## src/rtl/bdm_pkg.sv

```systemverilog
// Shared BDM power-up constants and the target startup monitor state encoding.
// These constants are also used by the host-side startup controller.
package bdm_pkg;

   localparam int unsigned CLK_HZ          = 50_000_000;
   localparam int unsigned BDM_SETUP_CYC   = 150;
   localparam int unsigned BDM_HOLD_CYC    = 600;
   localparam int unsigned BDM_RELEASE_CYC = 500;

   typedef enum logic [2:0] {
      ST_OFF   = 3'd0,
      ST_HOLD  = 3'd1,
      ST_BDM   = 3'd2,
      ST_RUN   = 3'd3,
      ST_FAULT = 3'd4
   } bdm_state_e;

endpackage

```

## src/rtl/bdm_sync2.sv

```systemverilog
// Two-flop synchronizer for a single asynchronous level.
// Ports: clk, rst (sync, active-high), d (async in), q (synchronized out).
// RST_VAL sets the value both flops take on reset.
module bdm_sync2 #(
   parameter logic RST_VAL = 1'b0
) (
   input  logic clk,
   input  logic rst,
   input  logic d,
   output logic q
);

   logic meta;

   always_ff @(posedge clk) begin
      if (rst) begin
         meta <= RST_VAL;
         q    <= RST_VAL;
      end else begin
         meta <= d;
         q    <= meta;
      end
   end

endmodule

```

## src/rtl/bdm_target_startup_monitor.sv

```systemverilog
// Target-side BDM power-up monitor: classifies a power-up as active background
// mode (BKGD held low across the power rise) or normal run mode, and flags
// setup/hold timing violations of the BKGD low window.
// Ports:
//   clk, rst        clock, synchronous active-high reset
//   pwr_in          raw target supply enable (async)
//   bkgd_in         raw BKGD level, 1 = released (async)
//   bdm_active      target in active background mode
//   run_mode        target in normal run mode
//   seq_done        one-cycle pulse on entry to BDM or RUN
//   err_setup       sticky: BKGD low too briefly before power rise
//   err_hold        sticky: BKGD released too early after power rise
//   state_o         current state encoding (debug)
// Optional build macro BDM_STARTUP_MEAS_EN adds meas_setup / meas_hold, the
// measured low-before-power and hold durations in cycles.
module bdm_target_startup_monitor
   import bdm_pkg::*;
#(
   parameter int unsigned SETUP_MIN = BDM_SETUP_CYC,
   parameter int unsigned HOLD_MIN  = BDM_HOLD_CYC,
   parameter int unsigned CNT_W     = 16
) (
   input  logic             clk,
   input  logic             rst,
   input  logic             pwr_in,
   input  logic             bkgd_in,
   output logic             bdm_active,
   output logic             run_mode,
   output logic             seq_done,
   output logic             err_setup,
   output logic             err_hold,
   output logic [2:0]       state_o
`ifdef BDM_STARTUP_MEAS_EN
   ,
   output logic [CNT_W-1:0] meas_setup,
   output logic [CNT_W-1:0] meas_hold
`endif
);

   localparam logic [CNT_W-1:0] SETUP_TH = CNT_W'(SETUP_MIN);
   localparam logic [CNT_W-1:0] HOLD_TH  = CNT_W'(HOLD_MIN);
`ifdef BDM_STARTUP_MEAS_EN
   localparam logic [CNT_W-1:0] LOW_SAT  = '1;
   localparam logic [CNT_W-1:0] HOLD_SAT = '1;
`else
   localparam logic [CNT_W-1:0] LOW_SAT  = SETUP_TH;
   localparam logic [CNT_W-1:0] HOLD_SAT = HOLD_TH;
`endif

   logic             pwr_s, bkgd_s, pwr_prev;
   logic             pwr_rise, pwr_fall;
   bdm_state_e       state_q, state_d;
   logic [CNT_W-1:0] low_cnt, low_cnt_d;
   logic [CNT_W-1:0] hold_cnt, hold_cnt_d;
   logic             bdm_d, run_d, done_d, err_setup_d, err_hold_d;
`ifdef BDM_STARTUP_MEAS_EN
   logic [CNT_W-1:0] meas_setup_d, meas_hold_d;
`endif

   bdm_sync2 #(.RST_VAL(1'b0)) u_sync_pwr  (.clk(clk), .rst(rst), .d(pwr_in),  .q(pwr_s));
   bdm_sync2 #(.RST_VAL(1'b1)) u_sync_bkgd (.clk(clk), .rst(rst), .d(bkgd_in), .q(bkgd_s));

   assign pwr_rise = pwr_s & ~pwr_prev;
   assign pwr_fall = ~pwr_s & pwr_prev;
   assign state_o  = state_q;

   // State, counters and registered outputs
   always_ff @(posedge clk) begin
      if (rst) begin
         pwr_prev   <= 1'b0;
         state_q    <= ST_OFF;
         low_cnt    <= '0;
         hold_cnt   <= '0;
         bdm_active <= 1'b0;
         run_mode   <= 1'b0;
         seq_done   <= 1'b0;
         err_setup  <= 1'b0;
         err_hold   <= 1'b0;
`ifdef BDM_STARTUP_MEAS_EN
         meas_setup <= '0;
         meas_hold  <= '0;
`endif
      end else begin
         pwr_prev   <= pwr_s;
         state_q    <= state_d;
         low_cnt    <= low_cnt_d;
         hold_cnt   <= hold_cnt_d;
         bdm_active <= bdm_d;
         run_mode   <= run_d;
         seq_done   <= done_d;
         err_setup  <= err_setup_d;
         err_hold   <= err_hold_d;
`ifdef BDM_STARTUP_MEAS_EN
         meas_setup <= meas_setup_d;
         meas_hold  <= meas_hold_d;
`endif
      end
   end

   // Next-state and output decode
   always_comb begin
      state_d     = state_q;
      low_cnt_d   = low_cnt;
      hold_cnt_d  = hold_cnt;
      bdm_d       = bdm_active;
      run_d       = run_mode;
      done_d      = 1'b0;
      err_setup_d = err_setup;
      err_hold_d  = err_hold;
`ifdef BDM_STARTUP_MEAS_EN
      meas_setup_d = meas_setup;
      meas_hold_d  = meas_hold;
`endif

      if (pwr_fall) begin
         // Power loss overrides any BKGD event sampled in the same cycle
         state_d    = ST_OFF;
         low_cnt_d  = '0;
         hold_cnt_d = '0;
         bdm_d      = 1'b0;
         run_d      = 1'b0;
      end else begin
         case (state_q)
            ST_OFF: begin
               if (pwr_rise) begin
                  err_setup_d = 1'b0;
                  err_hold_d  = 1'b0;
                  low_cnt_d   = '0;
`ifdef BDM_STARTUP_MEAS_EN
                  meas_setup_d = low_cnt;
`endif
                  if (bkgd_s) begin
                     state_d = ST_RUN;
                     run_d   = 1'b1;
                     done_d  = 1'b1;
                  end else if (low_cnt >= SETUP_TH) begin
                     // The rise cycle already has BKGD low with power up,
                     // so it is the first cycle of hold.
                     state_d    = ST_HOLD;
                     hold_cnt_d = CNT_W'(1);
                  end else begin
                     state_d     = ST_FAULT;
                     err_setup_d = 1'b1;
                  end
               end else if (bkgd_s) begin
                  low_cnt_d = '0;
               end else if (low_cnt != LOW_SAT) begin
                  low_cnt_d = low_cnt + CNT_W'(1);
               end
            end

            ST_HOLD: begin
               if (bkgd_s) begin
`ifdef BDM_STARTUP_MEAS_EN
                  meas_hold_d = hold_cnt;
`endif
                  if (hold_cnt >= HOLD_TH) begin
                     state_d = ST_BDM;
                     bdm_d   = 1'b1;
                     done_d  = 1'b1;
                  end else begin
                     state_d    = ST_FAULT;
                     err_hold_d = 1'b1;
                  end
               end else if (hold_cnt != HOLD_SAT) begin
                  hold_cnt_d = hold_cnt + CNT_W'(1);
               end
            end

            default: ;
         endcase
      end
   end

endmodule

```

## config.mk

```make
export PLATFORM = sky130hd
export DESIGN_NAME = bdm_target_startup_monitor
export DESIGN_NICKNAME = d
export VERILOG_FILES = /design/src/rtl/bdm_pkg.sv /design/src/rtl/bdm_sync2.sv /design/src/rtl/bdm_target_startup_monitor.sv
export SDC_FILE = /design/constraint.sdc
export NUM_CORES = 1
export LEC_CHECK = 0
export BUFFER_PORTS_ARGS = -buffer_cell sky130_fd_sc_hd__buf_2
export CAP_MARGIN = 30
export CELL_PAD_IN_SITES_DETAIL_PLACEMENT = 1
export CELL_PAD_IN_SITES_GLOBAL_PLACEMENT = 1
export CORE_AREA = 2 2 75 77
export CTS_BUF_LIST = sky130_fd_sc_hd__clkbuf_16
export DETAILED_ROUTE_END_ITERATION = 12
export DIE_AREA = 0 0 77 79
export MAX_ROUTING_LAYER = met4
export PLACE_DENSITY_LB_ADDON = 0.1
export SYNTH_ARGS = -nofsm -noshare
export SYNTH_HDL_FRONTEND = slang
export SYNTH_SLANG_ARGS = --single-unit
```

## constraint.sdc

```tcl
create_clock -name clk -period 2.67 [get_ports clk]
set_input_delay 0.534 -clock clk [delete_from_list [all_inputs] [get_ports clk]]
set_output_delay 0.534 -clock clk [all_outputs]
set_load 0.005 [all_outputs]
```

==> results.sh <==
export IMPL_status="complete, no violations"
export IMPL_syn_area_um2=2330
export IMPL_diodes=0
export IMPL_clock_fmax_ghz=0.468
export IMPL_hold_viol=0
export IMPL_relSlewSlack_pct=57.9
export IMPL_crit_required_ns=2.84
export IMPL_critical_path_class="register to register"
export IMPL_clock_sinks=45
export IMPL_antenna_left=0
export IMPL_drtIter0Drc=93
export IMPL_gp_congestion=0.793
export IMPL_p_per_area_nw_per_um2=556
export IMPL_syn_nets=281
export IMPL_synth_cells=273
export IMPL_cp_endpoint="hold_cnt[14]$_SDFFE_PP0P_"
export IMPL_path_clk_slew_ns=0.06
export IMPL_cts_setup_buffers=0
export IMPL_grt_overflow_total=0
export IMPL_grt_pass1_vias=1988
export IMPL_crit_arrival_ns=2.30
export IMPL_drt_total_wl_um=5530
export IMPL_tightest_slew_ns=0.626
export IMPL_core_um2=5340
export IMPL_fp_dieW_um=77
export IMPL_drt_pass1_iter_count=4
export IMPL_die_h_um=79
export IMPL_hold_buffers=0
export IMPL_clk_path_buf_depth=2
export IMPL_ctsResizeCount=0
export IMPL_cts_made_buffers=5
export IMPL_synth_edf_count=0
export IMPL_synth_cell_types=55
export IMPL_timing_final_crit_share_pct=80.0
export IMPL_initial_utilization_pct=43.7
export IMPL_rsz0062_at_grt="false"
export IMPL_final_util_pct=48.9
export IMPL_yosysSeqAreaShare_pct=38.6
export IMPL_cp_end_kind="register"
export IMPL_async_flop_share_pct=0
export IMPL_crit_path_max_fanout=11
export IMPL_fin_cells=355
export IMPL_skew_ns=0.00571
export IMPL_regToRegSetupSlack_ns=0.53
export IMPL_cap_violations=0
export IMPL_portBuffers=11
export IMPL_register_area_um2=901
export IMPL_regToRegStartpoint="low_cnt[1]$_SDFFE_PP0P_"
export IMPL_hold_class="register to register"
export IMPL_synth_seq_cells=45
export IMPL_cp_startpoint="low_cnt[1]$_SDFFE_PP0P_"
export IMPL_synthFlopType="dfxtp_1"
export IMPL_viasPerCell=5.67
export IMPL_rr_worst_depth=7
export IMPL_p_leak_nw=0.903
export IMPL_fillers=651
export IMPL_hpwl_um=4060
export IMPL_fin_nets=290
export IMPL_num_rows=27
export IMPL_wire_per_inst_um=15.6
export IMPL_tns_ns=0
export IMPL_r2r_end="hold_cnt[14]$_SDFFE_PP0P_"
export IMPL_start_kind="register"
export IMPL_post_route_min_period_ns=2.14
export IMPL_multiInputGateArea_um2=1330
export IMPL_ios=12
export IMPL_setup_violations=0
export IMPL_placedCellCount=347
export IMPL_peakVddDrop_v=0.000299
export IMPL_yosysWarnings=0
export IMPL_worst_skew_pair_late_latency_ns=0.28
export IMPL_drc=0
export IMPL_drive_gt1_share_pct=14.1
export IMPL_cts_tree="built"
export IMPL_antenna_found_initial=0
export IMPL_synth_avg_cell_area_um2=8.54
export IMPL_grt_max_degree=15
export IMPL_area_growth_syn_to_layout_pct=12.1
export IMPL_cts_root_buf="clkbuf_16"
export IMPL_htreeDepth=2
export IMPL_dr_total_vias=2012
export IMPL_dieArea_um2=6080
export IMPL_slew_viol_final=0
export IMPL_grt_pass1_wl_um=9540
export IMPL_grt_usage_pct=20.1
-- final cells by class --
| class | count | share of cell area [%] |
|---|---|---|
| clock inverter | 3 | 1.58 |
| tap | 72 | 3.45 |
| timing repair buffer | 16 | 3.54 |
| clock buffer | 5 | 4.79 |
| inverter | 9 | 1.29 |
| multi-input combinational | 205 | 50.9 |
| sequential | 45 | 34.5 |
-- worst max-delay path: stages (launching register included) --
cell	delay [ns]
dfxtp_1	0.41
ha_1	0.20
o211ai_1	0.13
a21boi_2	0.33
nor2_1	0.09
buf_4	0.18
or4_1	0.54
mux2i_1	0.14
-- power breakdown --
group | internal, W | switching [W]
Sequential | 0.000679 | 0.00000808
Combinational | 0.0000252 | 0.0000441
Clock | 0.000438 | 0.000259
-- metal layers --
layer  up-vias  global-route usage, %  share of wire (%)
met5         -                      -                  0
met4         0                   6.61                1.2
met3         6                   3.75                2.5
met2        21                   31.1                 45
met1       978                   26.8                 51
li1       1007                      -                  -
-- stage by stage --
stage	worst slack (ns)	power (W)	cell area, um^2	hold WS [ns]
after global routing	0.394	0.00151	2610	0.434
after global placement	0.586	0.000771	2450	0.392
after CTS	0.526	0.00147	2610	0.423
after floorplan	0.773	0.000749	2330	0.389
after detailed placement	0.546	0.000773	2450	0.407
final	0.535	0.00145	2610	0.419
-- cell families (layout without fill, tap and decap cells) --
kind of cell | count (synthesis) | count (layout) | share of synthesized area (%)
fa+ha+maj | 4 | 4 | 2.15
buf+inv | 23 | 33 | 4.35
mux | 5 | 5 | 2.15
simple gates | 122 | 122 | 29.2
flops | 45 | 45 | 38.6
compound gates | 64 | 64 | 19.8
xor+xnor | 10 | 10 | 3.76
-- layout by cell type (no fill, tap or decap), types with 2 or more instances in the layout --
| master | count |
|---|---|
| a2111oi_0 | 2 |
| or3_1 | 11 |
| nor2_1 | 24 |
| a211oi_1 | 2 |
| mux2i_1 | 5 |
| and2_1 | 5 |
| buf_2 | 11 |
| nand4_1 | 7 |
| xnor2_1 | 2 |
| or2_2 | 2 |
| nand2_1 | 24 |
| nor3_1 | 6 |
| a21o_1 | 2 |
| o311ai_1 | 2 |
| nand3_1 | 7 |
| o21ai_2 | 2 |
| buf_4 | 5 |
| nor2b_1 | 3 |
| clkbuf_16 | 5 |
| or4_1 | 9 |
| and3_1 | 3 |
| nand2b_1 | 5 |
| o21a_1 | 2 |
| ha_1 | 4 |
| a21oi_2 | 7 |
| inv_1 | 9 |
| xor2_1 | 8 |
| o21ai_0 | 8 |
| o21ai_1 | 6 |
| dfxtp_1 | 45 |
| o31ai_1 | 5 |
| and4_1 | 5 |
| a21oi_1 | 15 |
-- synth_stat cells, types with 5 or more instances --
master | instances | area share, %
dfxtp_1 | 45 | 39
nand2_1 | 24 | 3.9
nor2_1 | 24 | 3.9
a21oi_1 | 15 | 3.2
or3_1 | 11 | 3.0
inv_1 | 9 | 1.4
or4_1 | 9 | 2.9
o21ai_0 | 8 | 1.7
xor2_1 | 8 | 3.0
a21oi_2 | 7 | 2.6
clkbuf_1 | 7 | 1.1
nand3_1 | 7 | 1.5
nand4_1 | 7 | 1.9
buf_2 | 6 | 1.3
nor3_1 | 6 | 1.3
o21ai_1 | 6 | 1.3
and2_1 | 5 | 1.3
and4_1 | 5 | 1.9
mux2i_1 | 5 | 2.1
nand2b_1 | 5 | 1.3
o31ai_1 | 5 | 1.6
-- state kept, by name, summed over array words and instances (netlist names) --
register          flops
err_hold              1
u_sync_pwr.q          1
u_sync_pwr.meta       1
run_mode              1
seq_done              1
pwr_prev              1
bdm_active            1
hold_cnt             16
u_sync_bkgd.q         1
state_o               3
err_setup             1
u_sync_bkgd.meta      1
low_cnt              16
-- how the worst min path moves through the flow --
stage / start / to / slack [ns] / cells past startpoint
final: u_sync_bkgd.meta$_SDFF_PP1_ / u_sync_bkgd.q$_SDFF_PP1_ / 0.42 / 1
after global routing: bkgd_in / u_sync_bkgd.meta$_SDFF_PP1_ / 0.43 / 2
after CTS: u_sync_bkgd.meta$_SDFF_PP1_ / u_sync_bkgd.q$_SDFF_PP1_ / 0.42 / 1
after detailed placement: u_sync_bkgd.meta$_SDFF_PP1_ / u_sync_bkgd.q$_SDFF_PP1_ / 0.41 / 1
after global placement: u_sync_bkgd.meta$_SDFF_PP1_ / u_sync_bkgd.q$_SDFF_PP1_ / 0.39 / 1
after floorplan: u_sync_bkgd.meta$_SDFF_PP1_ / u_sync_bkgd.q$_SDFF_PP1_ / 0.39 / 1
Power figures use the tool's default switching activity.
